`config.mk`:
```
export PLATFORM = sky130hd
export DESIGN_NAME = bcd_down_timer
export DESIGN_NICKNAME = d
export VERILOG_FILES = /design/src/rtl/bcd_pkg.sv /design/src/rtl/bcd_down_digit.sv /design/src/rtl/bcd_down_timer.sv
export SDC_FILE = /design/constraint.sdc
export NUM_CORES = 1
export LEC_CHECK = 0
export BUFFER_PORTS_ARGS = -buffer_cell sky130_fd_sc_hd__clkbuf_2
export CELL_PAD_IN_SITES_DETAIL_PLACEMENT = 1
export CELL_PAD_IN_SITES_GLOBAL_PLACEMENT = 2
export CORE_MARGIN = 2
export CORE_UTILIZATION = 30
export DETAILED_ROUTE_END_ITERATION = 10
export GPL_TIMING_DRIVEN = 0
export PLACE_DENSITY = 0.88
export SLEW_MARGIN = 20
export SYNTH_ARGS = -nofsm -noshare
export SYNTH_HDL_FRONTEND = slang
export SYNTH_SLANG_ARGS = --single-unit
```
`constraint.sdc`:
```
create_clock -name clk -period 3.65 [get_ports clk]
set_input_delay 0.365 -clock clk [delete_from_list [all_inputs] [get_ports clk]]
set_output_delay 0.365 -clock clk [all_outputs]
set_load 0.02 [all_outputs]
```
`src/rtl/bcd_pkg.sv`:
```
// Shared definitions for the BCD countdown timer: state encoding, digit width and clamp helper.
package bcd_pkg;

  localparam int BCD_W = 4;
  localparam logic [BCD_W-1:0] BCD_MAX = 4'd9;

  typedef enum logic [1:0] {
    ST_IDLE  = 2'd0,
    ST_RUN   = 2'd1,
    ST_PAUSE = 2'd2,
    ST_DONE  = 2'd3
  } state_e;

  function automatic logic [BCD_W-1:0] bcd_clamp(input logic [BCD_W-1:0] d);
    return (d > BCD_MAX) ? BCD_MAX : d;
  endfunction

endpackage

```
`src/rtl/bcd_down_digit.sv`:
```
// One BCD digit of the countdown chain: clamped parallel load, decrement with 0->9 borrow wrap.
module bcd_down_digit
  import bcd_pkg::*;
(
  input  logic             clk,
  input  logic             rst,
  input  logic             en,
  input  logic             ld,
  input  logic [BCD_W-1:0] d,
  output logic [BCD_W-1:0] q,
  output logic             is_zero
);

  logic [BCD_W-1:0] q_q, q_d;

  always_comb begin
    q_d = q_q;
    if (ld) begin
      q_d = bcd_clamp(d);
    end else if (en) begin
      q_d = (q_q == 4'd0) ? BCD_MAX : (q_q - 4'd1);
    end else begin
      q_d = q_q;
    end
  end

  always_ff @(posedge clk or posedge rst) begin
    if (rst) begin
      q_q <= 4'd0;
    end else begin
      q_q <= q_d;
    end
  end

  assign q       = q_q;
  assign is_zero = (q_q == 4'd0);

endmodule

```
`src/rtl/bcd_down_timer.sv`:
```
// Multi-digit BCD countdown timer with load/start/stop and a one-cycle done pulse.
// Define BCD_TIMER_AUTO_RELOAD_EN to reload the preset at terminal count (periodic mode).
module bcd_down_timer
  import bcd_pkg::*;
#(
  parameter int NDIG = 4
) (
  input  logic                  clk,
  input  logic                  rst,
  input  logic                  tick,
  input  logic                  load,
  input  logic [4*NDIG-1:0]     load_val,
  input  logic                  start,
  input  logic                  stop,
  output logic [4*NDIG-1:0]     q,
  output logic                  busy,
  output logic                  zero,
  output logic                  done
);

  localparam int QW = BCD_W * NDIG;

  state_e          state_q, state_d;
  logic [QW-1:0]   preset_q, preset_d;
  logic            done_q, done_d;

  logic [QW-1:0]   load_clamped;
  logic [QW-1:0]   dig_d;
  logic [NDIG-1:0] dig_zero;
  logic [NDIG:0]   lower_zero;
  logic            dig_ld;
  logic            active_tick;
  logic            term_tick;
  logic            reload;

  // A tick only counts in RUN when neither load nor stop claims the cycle.
  assign active_tick = (state_q == ST_RUN) & tick & ~load & ~stop;
  assign term_tick   = active_tick & (q == QW'(1));

`ifdef BCD_TIMER_AUTO_RELOAD_EN
  assign reload = term_tick & (preset_q != '0);
`else
  assign reload = 1'b0;
`endif

  assign dig_ld        = load | reload;
  assign dig_d         = load ? load_val : preset_q;
  assign lower_zero[0] = 1'b1;

  for (genvar i = 0; i < NDIG; i++) begin : g_dig
    assign lower_zero[i+1]                  = lower_zero[i] & dig_zero[i];
    assign load_clamped[i*BCD_W +: BCD_W]   = bcd_clamp(load_val[i*BCD_W +: BCD_W]);

    bcd_down_digit u_digit (
      .clk     (clk),
      .rst     (rst),
      .en      (active_tick & lower_zero[i]),
      .ld      (dig_ld),
      .d       (dig_d[i*BCD_W +: BCD_W]),
      .q       (q[i*BCD_W +: BCD_W]),
      .is_zero (dig_zero[i])
    );
  end

  assign zero = lower_zero[NDIG];
  assign busy = (state_q == ST_RUN);
  assign done = done_q;

  always_comb begin
    state_d  = state_q;
    preset_d = preset_q;
    done_d   = 1'b0;
    if (load) begin
      state_d  = ST_IDLE;
      preset_d = load_clamped;
    end else begin
      case (state_q)
        ST_IDLE, ST_PAUSE: begin
          if (start && !zero) state_d = ST_RUN;
          else                state_d = state_q;
        end
        ST_RUN: begin
          if (stop) begin
            state_d = ST_PAUSE;
          end else if (term_tick) begin
            done_d  = 1'b1;
            state_d = reload ? ST_RUN : ST_DONE;
          end else begin
            state_d = ST_RUN;
          end
        end
        ST_DONE: state_d = ST_IDLE;
        default: state_d = ST_IDLE;
      endcase
    end
  end

  always_ff @(posedge clk or posedge rst) begin
    if (rst) begin
      state_q  <= ST_IDLE;
      preset_q <= '0;
      done_q   <= 1'b0;
    end else begin
      state_q  <= state_d;
      preset_q <= preset_d;
      done_q   <= done_d;
    end
  end

endmodule
```
==> flow_metrics.env, run 1 <==
export IMPL_path_buf_inv=1
export IMPL_vdd_drop_max_mv=0.1439
export IMPL_grt_usage_pct=16.75
export IMPL_clk_pin_slew_ns=0.07
export IMPL_hold_ws_ns=0.1981
export IMPL_viasPerCell=5.453
export IMPL_core_area_um2=4000
export IMPL_layout_drive_gt1_share_pct=27.47
export IMPL_dp_slack_ns=1.067
export IMPL_drtPass1Iterations=4
export IMPL_vias=1265
export IMPL_ys_ff_latch=19
export IMPL_min_period_over_period_pct=78.53
export IMPL_hp_class="in -> async"
export IMPL_power_leakage_nw=0.6397
export IMPL_drt_wl_total_um=3555
export IMPL_final_cell_area_um2=1543
export IMPL_swShare_pct=32.74
export IMPL_slowest_stage="or4_4"
export IMPL_antenna_found_initial=0
export IMPL_finClkSkew_ns=0.001950
export IMPL_powerDensity_nw_per_um2=344.8
export IMPL_period_minus_slack_ns=2.866
export IMPL_dp_cells=228
export IMPL_synth_nets=161
export IMPL_path_delay_family="simple AND/OR/NAND/NOR gates"
export IMPL_cp_start_kind="flop"
export IMPL_ios=41
export IMPL_fin_cells=232
export IMPL_mappedNetlistArea_um2=1240
export IMPL_async_flop_share_pct=100.0
export IMPL_yosysWarnings=0
export IMPL_rsz0062_at_grt="false"
export IMPL_gp_congestion=0.7768
export IMPL_fp_dieArea_um2=4664
export IMPL_crit_type="reg -> out"
export IMPL_io_buffers=39
export IMPL_grt_pass1_wl_um=5865
export IMPL_gr_total_overflow=0
export IMPL_seq_area_frac_synth_pct=38.35
export IMPL_worst_path_max_fanout=5
export IMPL_drv_cap=0
export IMPL_post_cts_resized=0
export IMPL_place_area_um2=1498
export IMPL_final_hold_violation_count=0
export IMPL_switchingPower_w=0.0001742
export IMPL_worst_path_most_repeated_cell="or4_4"
export IMPL_initial_core_util_pct=31.00
export IMPL_cts_root_buf="clkbuf_8"
export IMPL_row_count=23
export IMPL_cts_setup_buffers=0
export IMPL_dpl_hpwl_um=2747
export IMPL_clock_fmax_mhz=348.9
export IMPL_setup_slack_ns=0.7836
export IMPL_postSynthCellCount=139
export IMPL_setup_viol=0
export IMPL_cts_max_path_buffers=2
export IMPL_synth_edff_count=0
export IMPL_ant_nets=0
export IMPL_die_w_um=68.29
export IMPL_grt_pass1_vias=1276
export IMPL_synth_ff_type="dfrtp_1"
export IMPL_slew_headroom_pct=51.27
export IMPL_syn_area_per_cell_um2=8.920
export IMPL_tightest_slew_ns=0.7301
export IMPL_holdBufCountCts=0
export IMPL_slowest_delay_ns=0.58
export IMPL_cts_tree="done"
export IMPL_diodes=0
export IMPL_end_kind="output port"
export IMPL_required_ns=3.28
export IMPL_grt_max_degree=20
export IMPL_finalNetCount=205
export IMPL_initialDrtViolationCount=24
export IMPL_seqPwrFrac_pct=47.6
export IMPL_fin_setup_tns_ns=0
export IMPL_cts_buffers=3
export IMPL_syn2layout_area_growth_pct=24.42
export IMPL_power_frac_clock_pct=28.1
export IMPL_fillers=496
export IMPL_htree_levels=1
export IMPL_p_int_w=0.0003577
export IMPL_clock_sinks=19
export IMPL_synth_cell_types=44
export IMPL_clkLatencyLatePin_ns=0.26
export IMPL_drc=0
export IMPL_slew_violations=0
export IMPL_status="completed"
export IMPL_cp_cell_sequence="or4_4 -> or4_4 -> nor4_1 -> clkbuf_2"
export IMPL_combPwrFrac_pct=24.3
export IMPL_wl_per_cell_um=15.32
export IMPL_arrival_ns=2.50
export IMPL_die_h_um=68.29
-- worst register-to-register path, stage by stage (launching register included) --
cell and delay, ns:
dfrtp_1 0.44, or4_4 0.58, or4_4 0.53, or4_1 0.51, a21oi_1 0.12
-- cell type report --
class / count / area, um^2 / area share [%]
inverters: 6 / 22.52 / 1.460
plain buffers: 8 / 45.04 / 2.920
well taps: 50 / 62.56 / 4.055
flip-flops and latches: 19 / 475.5 / 30.82
clock buffers: 4 / 45.04 / 2.920
repair buffers: 39 / 195.2 / 12.65
multi-input cells: 106 / 696.9 / 45.17
-- cell families (layout without fill, tap and decap cells) --
family	Yosys count	after routing	synth area share (%)
multiplexers	4	4	3.229
AND/OR/NAND/NOR	63	63	31.79
AO/OA/AOI/OAI	37	37	19.78
flip-flops	19	19	38.35
XOR/XNOR	2	2	1.413
buffers and inverters	14	57	5.449
-- Yosys cell counts (2+ instances only) --
master	n	area share [%]
and4_1	2	1.4
o31a_1	4	2.8
nand2_1	4	1.2
mux2i_1	4	3.2
clkbuf_1	5	1.5
or4_4	2	1.8
nor2_1	14	4.2
nand3b_1	8	4.8
or3_1	3	1.5
inv_1	6	1.8
o21ai_0	10	4.0
a31oi_1	2	1.0
nor4_1	5	2.5
nand4_1	2	1.0
o31ai_1	2	1.2
nor3b_1	2	1.2
or4_1	6	3.6
a21boi_0	3	1.8
dfrtp_1	19	38
nor2b_1	3	1.5
a21oi_1	7	2.8
nor3_1	4	1.6
-- metrics by stage --
step	total power (W)	util [%]
2_1_floorplan	0.0003356	-
3_3_place_gp	0.0003831	37.44
6_report	0.0005319	38.57
3_5_place_dp	0.0003884	37.44
4_1_cts	0.0005381	38.57
5_1_grt	0.0005694	38.57
-- state kept, by name, indices dropped and copies added, names as in the netlist --
name / count
state_q: 2
g_dig.u_digit.q: 16
done: 1
-- cell usage in the layout, fill, tap and decap left out, types with 2 or more instances in the layout --
cell      instances
and4_1            2
nand3b_1          8
o31ai_1           2
nor3_1            4
nor4_1            5
dfrtp_1          19
o31a_1            4
or3_1             3
clkbuf_8          4
or4_4             2
inv_1             6
nor2_1           14
o21ai_0          10
or4_1             6
nor3b_1           2
clkbuf_1          6
a31oi_1           2
nand4_1           2
a21oi_1           7
clkbuf_2         40
a21boi_0          3
mux2i_1           4
nand2_1           4
nor2b_1           3
-- layer usage --
metal	wire [um]	track usage (%)	vias to the layer above	part of all wire, %
met1	1598	21.46	622	45
met2	1803	29.37	24	51
met4	40	5.250	0	1.1
li1	-	-	615	-
met5	0	0	-	0
met3	112	1.809	4	3.2
-- power groups by stage --
stage	clock, W	combinational [W]	sequential, W
floorplan	0	0.0000645	0.000271
global placement	0	0.000127	0.000256
detailed placement	0	0.000131	0.000257
CTS	0.000153	0.000132	0.000253
global route	0.000168	0.000144	0.000258
finish	0.000149	0.000129	0.000253
-- path summary, 6_finish.rpt --
check,start,to,slack (ns),cells after the start
max,g_dig[1].u_digit.q[0],zero,0.78,4
min,rst,g_dig[3].u_digit.q[1],0.20,2
max reg2reg,g_dig[1].u_digit.q[0],state_q[1],1.40,4
min reg2reg,g_dig[2].u_digit.q[1],g_dig[2].u_digit.q[1],0.64,2
max in group asynchronous,rst,g_dig[3].u_digit.q[0],2.99,2
min in group clk,load_val[13],g_dig[3].u_digit.q[1],0.35,3
Note: power is estimated with default switching activity, not from simulation.
==> run 2: changes to the inputs <==
--- a/config.mk
+++ b/config.mk
@@ -5,14 +5,15 @@
 export SDC_FILE = /design/constraint.sdc
 export NUM_CORES = 1
 export LEC_CHECK = 0
+export ABC_AREA = 1
 export BUFFER_PORTS_ARGS = -buffer_cell sky130_fd_sc_hd__clkbuf_2
 export CELL_PAD_IN_SITES_DETAIL_PLACEMENT = 1
 export CELL_PAD_IN_SITES_GLOBAL_PLACEMENT = 2
 export CORE_MARGIN = 2
-export CORE_UTILIZATION = 30
+export CORE_UTILIZATION = 28
 export DETAILED_ROUTE_END_ITERATION = 10
 export GPL_TIMING_DRIVEN = 0
-export PLACE_DENSITY = 0.88
+export PLACE_DENSITY = 0.84
 export SLEW_MARGIN = 20
 export SYNTH_ARGS = -nofsm -noshare
 export SYNTH_HDL_FRONTEND = slang
==> constraint.sdc (replaced) <==
create_clock -name clk -period 2.86 [get_ports clk]
set_input_delay 0.286 -clock clk [delete_from_list [all_inputs] [get_ports clk]]
set_output_delay 0.286 -clock clk [all_outputs]
set_load 0.02 [all_outputs]
==> run 2 against run 1 <==
Register-to-register slack better by 0.14 ns. Core utilization decreased by 3.0 points. Clock power rose by 38%. Worst setup slack improved by 0.29 ns. Critical endpoint unchanged.
==> flow_metrics.env, run 2 <==
export IMPL_status="completed"
export IMPL_finalNetCount=273
export IMPL_cts_buffers=3
export IMPL_dpl_hpwl_um=3241
export IMPL_synth_ff_type="dfrtp_1"
export IMPL_synthTopCellsByCount="nand2_1 (66), nand3_1 (23), dfrtp_1 (22), nor2_1 (18), inv_1 (16)"
export IMPL_layout_drive_gt1_share_pct=28.92
export IMPL_gp_congestion=0.7631
export IMPL_drt_wl_total_um=4174
export IMPL_grt_max_degree=23
export IMPL_syn_area_per_cell_um2=7.289
export IMPL_fin_setup_tns_ns=0
export IMPL_netlist_area_leader_share_pct=36.67
export IMPL_drtPass1Iterations=4
export IMPL_setup_viol=0
export IMPL_required_ns=2.57
export IMPL_seq_area_frac_synth_pct=36.67
export IMPL_post_cts_resized=0
export IMPL_antenna_found_initial=0
export IMPL_diodes=0
export IMPL_min_period_over_period_pct=62.47
export IMPL_postSynthCellCount=206
export IMPL_row_count=26
export IMPL_syn2layout_area_growth_pct=21.92
export IMPL_fp_dieArea_um2=5964
export IMPL_slew_violations=0
export IMPL_crit_type="reg -> out"
export IMPL_io_buffers=40
export IMPL_grt_pass1_vias=1497
export IMPL_ys_ff_latch=22
export IMPL_final_cell_mix="nand2_1 (66), clkbuf_2 (40), nand3_1 (23)"
export IMPL_ios=41
export IMPL_clock_sinks=22
export IMPL_startpoint="g_dig[0].u_digit.q[1]"
export IMPL_gr_total_overflow=0
export IMPL_clock_fmax_mhz=559.7
export IMPL_worst_r2r_path_depth=6
export IMPL_fin_cells=319
export IMPL_rsz0062_at_grt="false"
export IMPL_wl_per_cell_um=13.08
export IMPL_die_w_um=77.23
export IMPL_hp_class="in -> async"
export IMPL_period_minus_slack_ns=1.787
export IMPL_drc=0
export IMPL_clk_pin_slew_ns=0.09
export IMPL_yosys_area_top_type="dfrtp_1"
export IMPL_cts_root_buf="clkbuf_8"
export IMPL_clkLatencyLatePin_ns=0.27
export IMPL_synth_most_common_cell="nand2_1"
export IMPL_core_area_um2=5140
export IMPL_synth_area_top_cells="dfrtp_1 (37%), nand2_1 (17%), nand3_1 (7.7%)"
export IMPL_htree_levels=1
export IMPL_cp_start_kind="flop"
export IMPL_fillers=694
export IMPL_powerDensity_nw_per_um2=553.6
export IMPL_arrival_ns=1.50
export IMPL_vdd_drop_max_mv=0.1725
export IMPL_synth_nets=228
export IMPL_slew_headroom_pct=38.61
export IMPL_tightest_slew_ns=0.9198
export IMPL_final_hold_violation_count=0
export IMPL_largest_reg_flops=16
export IMPL_holdBufCountCts=0
export IMPL_yosysWarnings=0
export IMPL_synth_edff_count=0
export IMPL_mappedNetlistArea_um2=1501
export IMPL_cts_max_path_buffers=2
export IMPL_mostFrequentLayoutCell="nand2_1"
export IMPL_async_flop_share_pct=100.0
export IMPL_ant_nets=0
export IMPL_reg2reg_from="g_dig[0].u_digit.q[1]"
export IMPL_cts_setup_buffers=0
export IMPL_vias=1463
export IMPL_grt_usage_pct=14.76
export IMPL_worst_path_max_fanout=5
export IMPL_drv_cap=0
export IMPL_cts_tree="done"
export IMPL_viasPerCell=4.586
export IMPL_die_h_um=77.23
export IMPL_dp_cells=316
export IMPL_end_kind="output port"
export IMPL_grt_pass1_wl_um=7079
export IMPL_finClkSkew_ns=0.005613
export IMPL_power_leakage_nw=1.063
export IMPL_initial_core_util_pct=29.21
export IMPL_synth_cell_types=27
export IMPL_initialDrtViolationCount=36
[run 2: cells by family after synthesis]
group / count (synthesis) / synth area share, %
xor gates and xnor gates: 2 / 1.167
buffers and inverters: 26 / 7.832
AOI/OAI and AO/OA: 28 / 11.08
DFF: 22 / 36.67
and+or+nand+nor: 128 / 43.25
[run 2: metrics by stage]
step                setup slack (ns)  hold WS, ns  util (%)   power, W  cell area (um^2)
CTS                            1.059       0.2432     35.61   0.001033              1831
floorplan                      1.459       0.2752         -  0.0006969              1501
global route                  0.9697       0.2661     35.61   0.001084              1831
global placement               1.392       0.4669     34.81  0.0008129              1789
finish                         1.073       0.1863     35.61   0.001013              1831
detailed placement             1.366       0.4674     34.81  0.0008203              1789
[run 2: critical path, cell delays in order (launching register included)]
cell      delay (ns)
dfrtp_1         0.47
nor2_4          0.21
nand2_4         0.09
nor2_8          0.15
nand2_1         0.10
inv_1           0.06
clkbuf_2        0.16
[run 2: per-layer routing]
layer  global-route usage, %  share of wire, %  vias to the layer above
met1                   19.23                47                      691
met2                   25.83                49                       22
met3                   1.412               2.7                        5
li1                        -                 -                      745
met5                       0                 0                        -
met4                   4.286               1.3                        0
[run 2: final timing paths]
kind                                               to  slack (ns)
worst min-delay path            g_dig[0].u_digit.q[2]        0.19
min in group clk                           state_q[0]        0.26
worst max register to register  g_dig[2].u_digit.q[1]        1.54
worst min register to register           preset_q[13]        0.49
worst max-delay path                             zero        1.07
max in group asynchronous       g_dig[2].u_digit.q[1]        2.11
[run 2: area by class of cell]
class                           count  area [um^2]  area share (%)
Multi-Input combinational cell    158        833.3           45.52
Sequential cell                    22        550.5           30.08
Timing Repair Buffer               40        200.2           10.94
Tap cell                           70        87.58           4.785
Inverter                           20        76.32           4.170
Clock buffer                        3        41.29           2.256
Buffer                              6        41.29           2.256
[run 2: power breakdown]
part / internal, W / leakage, nW / switching, W / total, W
clock network: 0.0000945 / 0.0216 / 0.000111 / 0.000206
registers: 0.000360 / 0.275 / 0.0000657 / 0.000426
logic: 0.000135 / 0.766 / 0.000247 / 0.000382
==> run 3: changes to the inputs <==
--- a/config.mk
+++ b/config.mk
@@ -5,15 +5,15 @@
 export SDC_FILE = /design/constraint.sdc
 export NUM_CORES = 1
 export LEC_CHECK = 0
-export ABC_AREA = 1
+export ABC_AREA = 0
 export BUFFER_PORTS_ARGS = -buffer_cell sky130_fd_sc_hd__clkbuf_2
 export CELL_PAD_IN_SITES_DETAIL_PLACEMENT = 1
 export CELL_PAD_IN_SITES_GLOBAL_PLACEMENT = 2
 export CORE_MARGIN = 2
-export CORE_UTILIZATION = 28
+export CORE_UTILIZATION = 25
 export DETAILED_ROUTE_END_ITERATION = 10
 export GPL_TIMING_DRIVEN = 0
-export PLACE_DENSITY = 0.84
+export PLACE_DENSITY = 0.79
 export SLEW_MARGIN = 20
 export SYNTH_ARGS = -nofsm -noshare
 export SYNTH_HDL_FRONTEND = slang
==> constraint.sdc (replaced) <==
create_clock -name clk -period 1.55 [get_ports clk]
set_input_delay 0.155 -clock clk [delete_from_list [all_inputs] [get_ports clk]]
set_output_delay 0.155 -clock clk [all_outputs]
set_load 0.02 [all_outputs]
==> run 3 against run 2 <==
The flow now finishes with violations (negative setup slack). Critical path type is now reg -> reg. Worst hold slack lost 0.16 ns. Power grew 32%. Via count down 10%. Combinational power about the same. Global-route usage increased by 0.45 points. First-iteration DRC count up 19%. Critical endpoint is now state_q[1]. Final cell count decreased by 18%. Critical path depth is 1 lower. Highest routed layer unchanged. Wire length decreased by 2.7%. Clock-buffer cell count grew 1.
==> flow_metrics.env, run 3 (same netlist as run 1, synthesis figures left out) <==
export IMPL_status="finished, violations left"
export IMPL_violations="negative setup slack"
export IMPL_dp_cells=245
export IMPL_dp_slack_ns=-0.5984
export IMPL_wl_per_cell_um=15.56
export IMPL_powerDensity_nw_per_um2=746.6
export IMPL_gr_total_overflow=0
export IMPL_syn2layout_area_growth_pct=45.00
export IMPL_ant_nets=0
export IMPL_slew_headroom_pct=47.52
export IMPL_drt_wl_total_um=4062
export IMPL_setup_viol=14
export IMPL_setup_slack_ns=-0.7081
export IMPL_power_leakage_nw=0.7471
export IMPL_row_count=25
export IMPL_cts_max_path_buffers=2
export IMPL_grt_usage_pct=15.21
export IMPL_cts_root_buf="clkbuf_8"
export IMPL_period_minus_slack_ns=2.258
export IMPL_gp_congestion=0.7278
export IMPL_cts_tree="done"
export IMPL_fin_cells=261
export IMPL_hp_class="in -> async"
export IMPL_cts_buffers=3
export IMPL_finalNetCount=217
export IMPL_regToRegEndpoint="state_q[1]"
export IMPL_finClkSkew_ns=0.003022
export IMPL_core_area_um2=4755
export IMPL_drv_cap=0
export IMPL_total_power_w=0.001342
export IMPL_reg2reg_from="g_dig[1].u_digit.q[0]"
export IMPL_final_hold_violation_count=0
export IMPL_crit_type="reg -> reg"
export IMPL_worst_path_max_fanout=4
export IMPL_grt_pass1_wl_um=6486
export IMPL_seq_area_um2=484.2
export IMPL_multi_input_area_um2=817.0
export IMPL_fillers=593
export IMPL_arrival_ns=2.45
export IMPL_layout_drive_gt1_share_pct=42.78
export IMPL_drtPass1Iterations=4
export IMPL_ios=41
export IMPL_mostFrequentLayoutCell="clkbuf_2"
export IMPL_endpoint="state_q[1]"
export IMPL_htree_levels=1
export IMPL_slew_violations=0
export IMPL_initialDrtViolationCount=43
export IMPL_grt_pass1_vias=1321
export IMPL_drc=0
export IMPL_die_h_um=74.43
export IMPL_vdd_drop_max_mv=0.4160
export IMPL_rsz0062_at_grt="true"
export IMPL_grt_max_degree=20
export IMPL_holdBufCountCts=0
export IMPL_clock_sinks=19
export IMPL_startpoint="g_dig[1].u_digit.q[0]"
export IMPL_largest_reg_flops=16
export IMPL_antenna_found_initial=0
export IMPL_required_ns=1.74
export IMPL_die_w_um=74.43
export IMPL_worst_r2r_path_depth=5
export IMPL_initial_core_util_pct=26.08
export IMPL_clk_pin_slew_ns=0.08
export IMPL_final_cell_mix="clkbuf_2 (39), nor2_1 (13), dfrtp_1 (12)"
export IMPL_dpl_hpwl_um=2997
export IMPL_fp_dieArea_um2=5539
export IMPL_tightest_slew_ns=0.7863
export IMPL_clock_fmax_mhz=442.8
export IMPL_cp_start_kind="flop"
export IMPL_end_kind="flop"
export IMPL_min_period_over_period_pct=145.7
export IMPL_vias=1312
export IMPL_viasPerCell=5.027
export IMPL_io_buffers=39
export IMPL_clkLatencyLatePin_ns=0.26
export IMPL_diodes=0
export IMPL_fin_util_pct=37.82
export IMPL_reg2reg_slack_ns=-0.71
export IMPL_hold_ws_ns=0.02320
==> run 3: worst min path at each step <==
stage | start | end | slack (ns) | cells after the start
after floorplan | rst | done | 0.11 | 1
after global placement | rst | state_q[0] | 0.31 | 2
after detailed placement | rst | state_q[0] | 0.34 | 2
after CTS | rst | state_q[0] | 0.06 | 2
after global routing | rst | state_q[0] | 0.09 | 2
final | rst | state_q[0] | 0.02 | 2
==> run 3: report_power, final <==
| part | internal, W | total, W | leakage [nW] | switching (W) |
|---|---|---|---|---|
| clock | 0.000183 | 0.000359 | 0.0228 | 0.000176 |
| sequential | 0.000539 | 0.000598 | 0.222 | 0.0000592 |
| combinational | 0.000161 | 0.000385 | 0.502 | 0.000224 |
| total | 0.000882 | 0.00134 | 0.747 | 0.000460 |
==> run 3: worst max-delay path, cell delays in order (launching register included) <==
cell	delay [ns]
dfrtp_2	0.41
or4_4	0.54
or4_4	0.53
buf_4	0.17
or4_1	0.40
a21oi_1	0.15
==> run 3: what timing repair did <==
item,CTS,global route
gates resized for setup,14,8
pin swaps,10,9
endpoints found under the setup margin,14,17
buffers inserted,10,2
==> run 3: stage by stage <==
| step | area, um^2 | TNS (ns) |
|---|---|---|
| 2_1_floorplan | 1286 | -3.799 |
| 3_3_place_gp | 1565 | -4.308 |
| 3_5_place_dp | 1565 | -5.085 |
| 4_1_cts | 1752 | -4.725 |
| 5_1_grt | 1798 | -6.358 |
| 6_report | 1798 | -5.369 |
==> run 3: layout make-up <==
type,count,share of cell area (%)
buffer,8,2.575
clock buffer,4,2.505
inverter,6,1.253
tap,67,4.663
sequential,19,26.93
timing repair buffer,51,16.63
multi-input combinational,106,45.44
==> run 3: routing by layer <==
metal	vias to the layer above	GRT usage [%]	share of wire, %
met1	648	18.97	45
met2	27	27.14	51
met4	0	2.381	0.42
met3	2	3.659	3.9
met5	-	0	0
li1	635	-	-
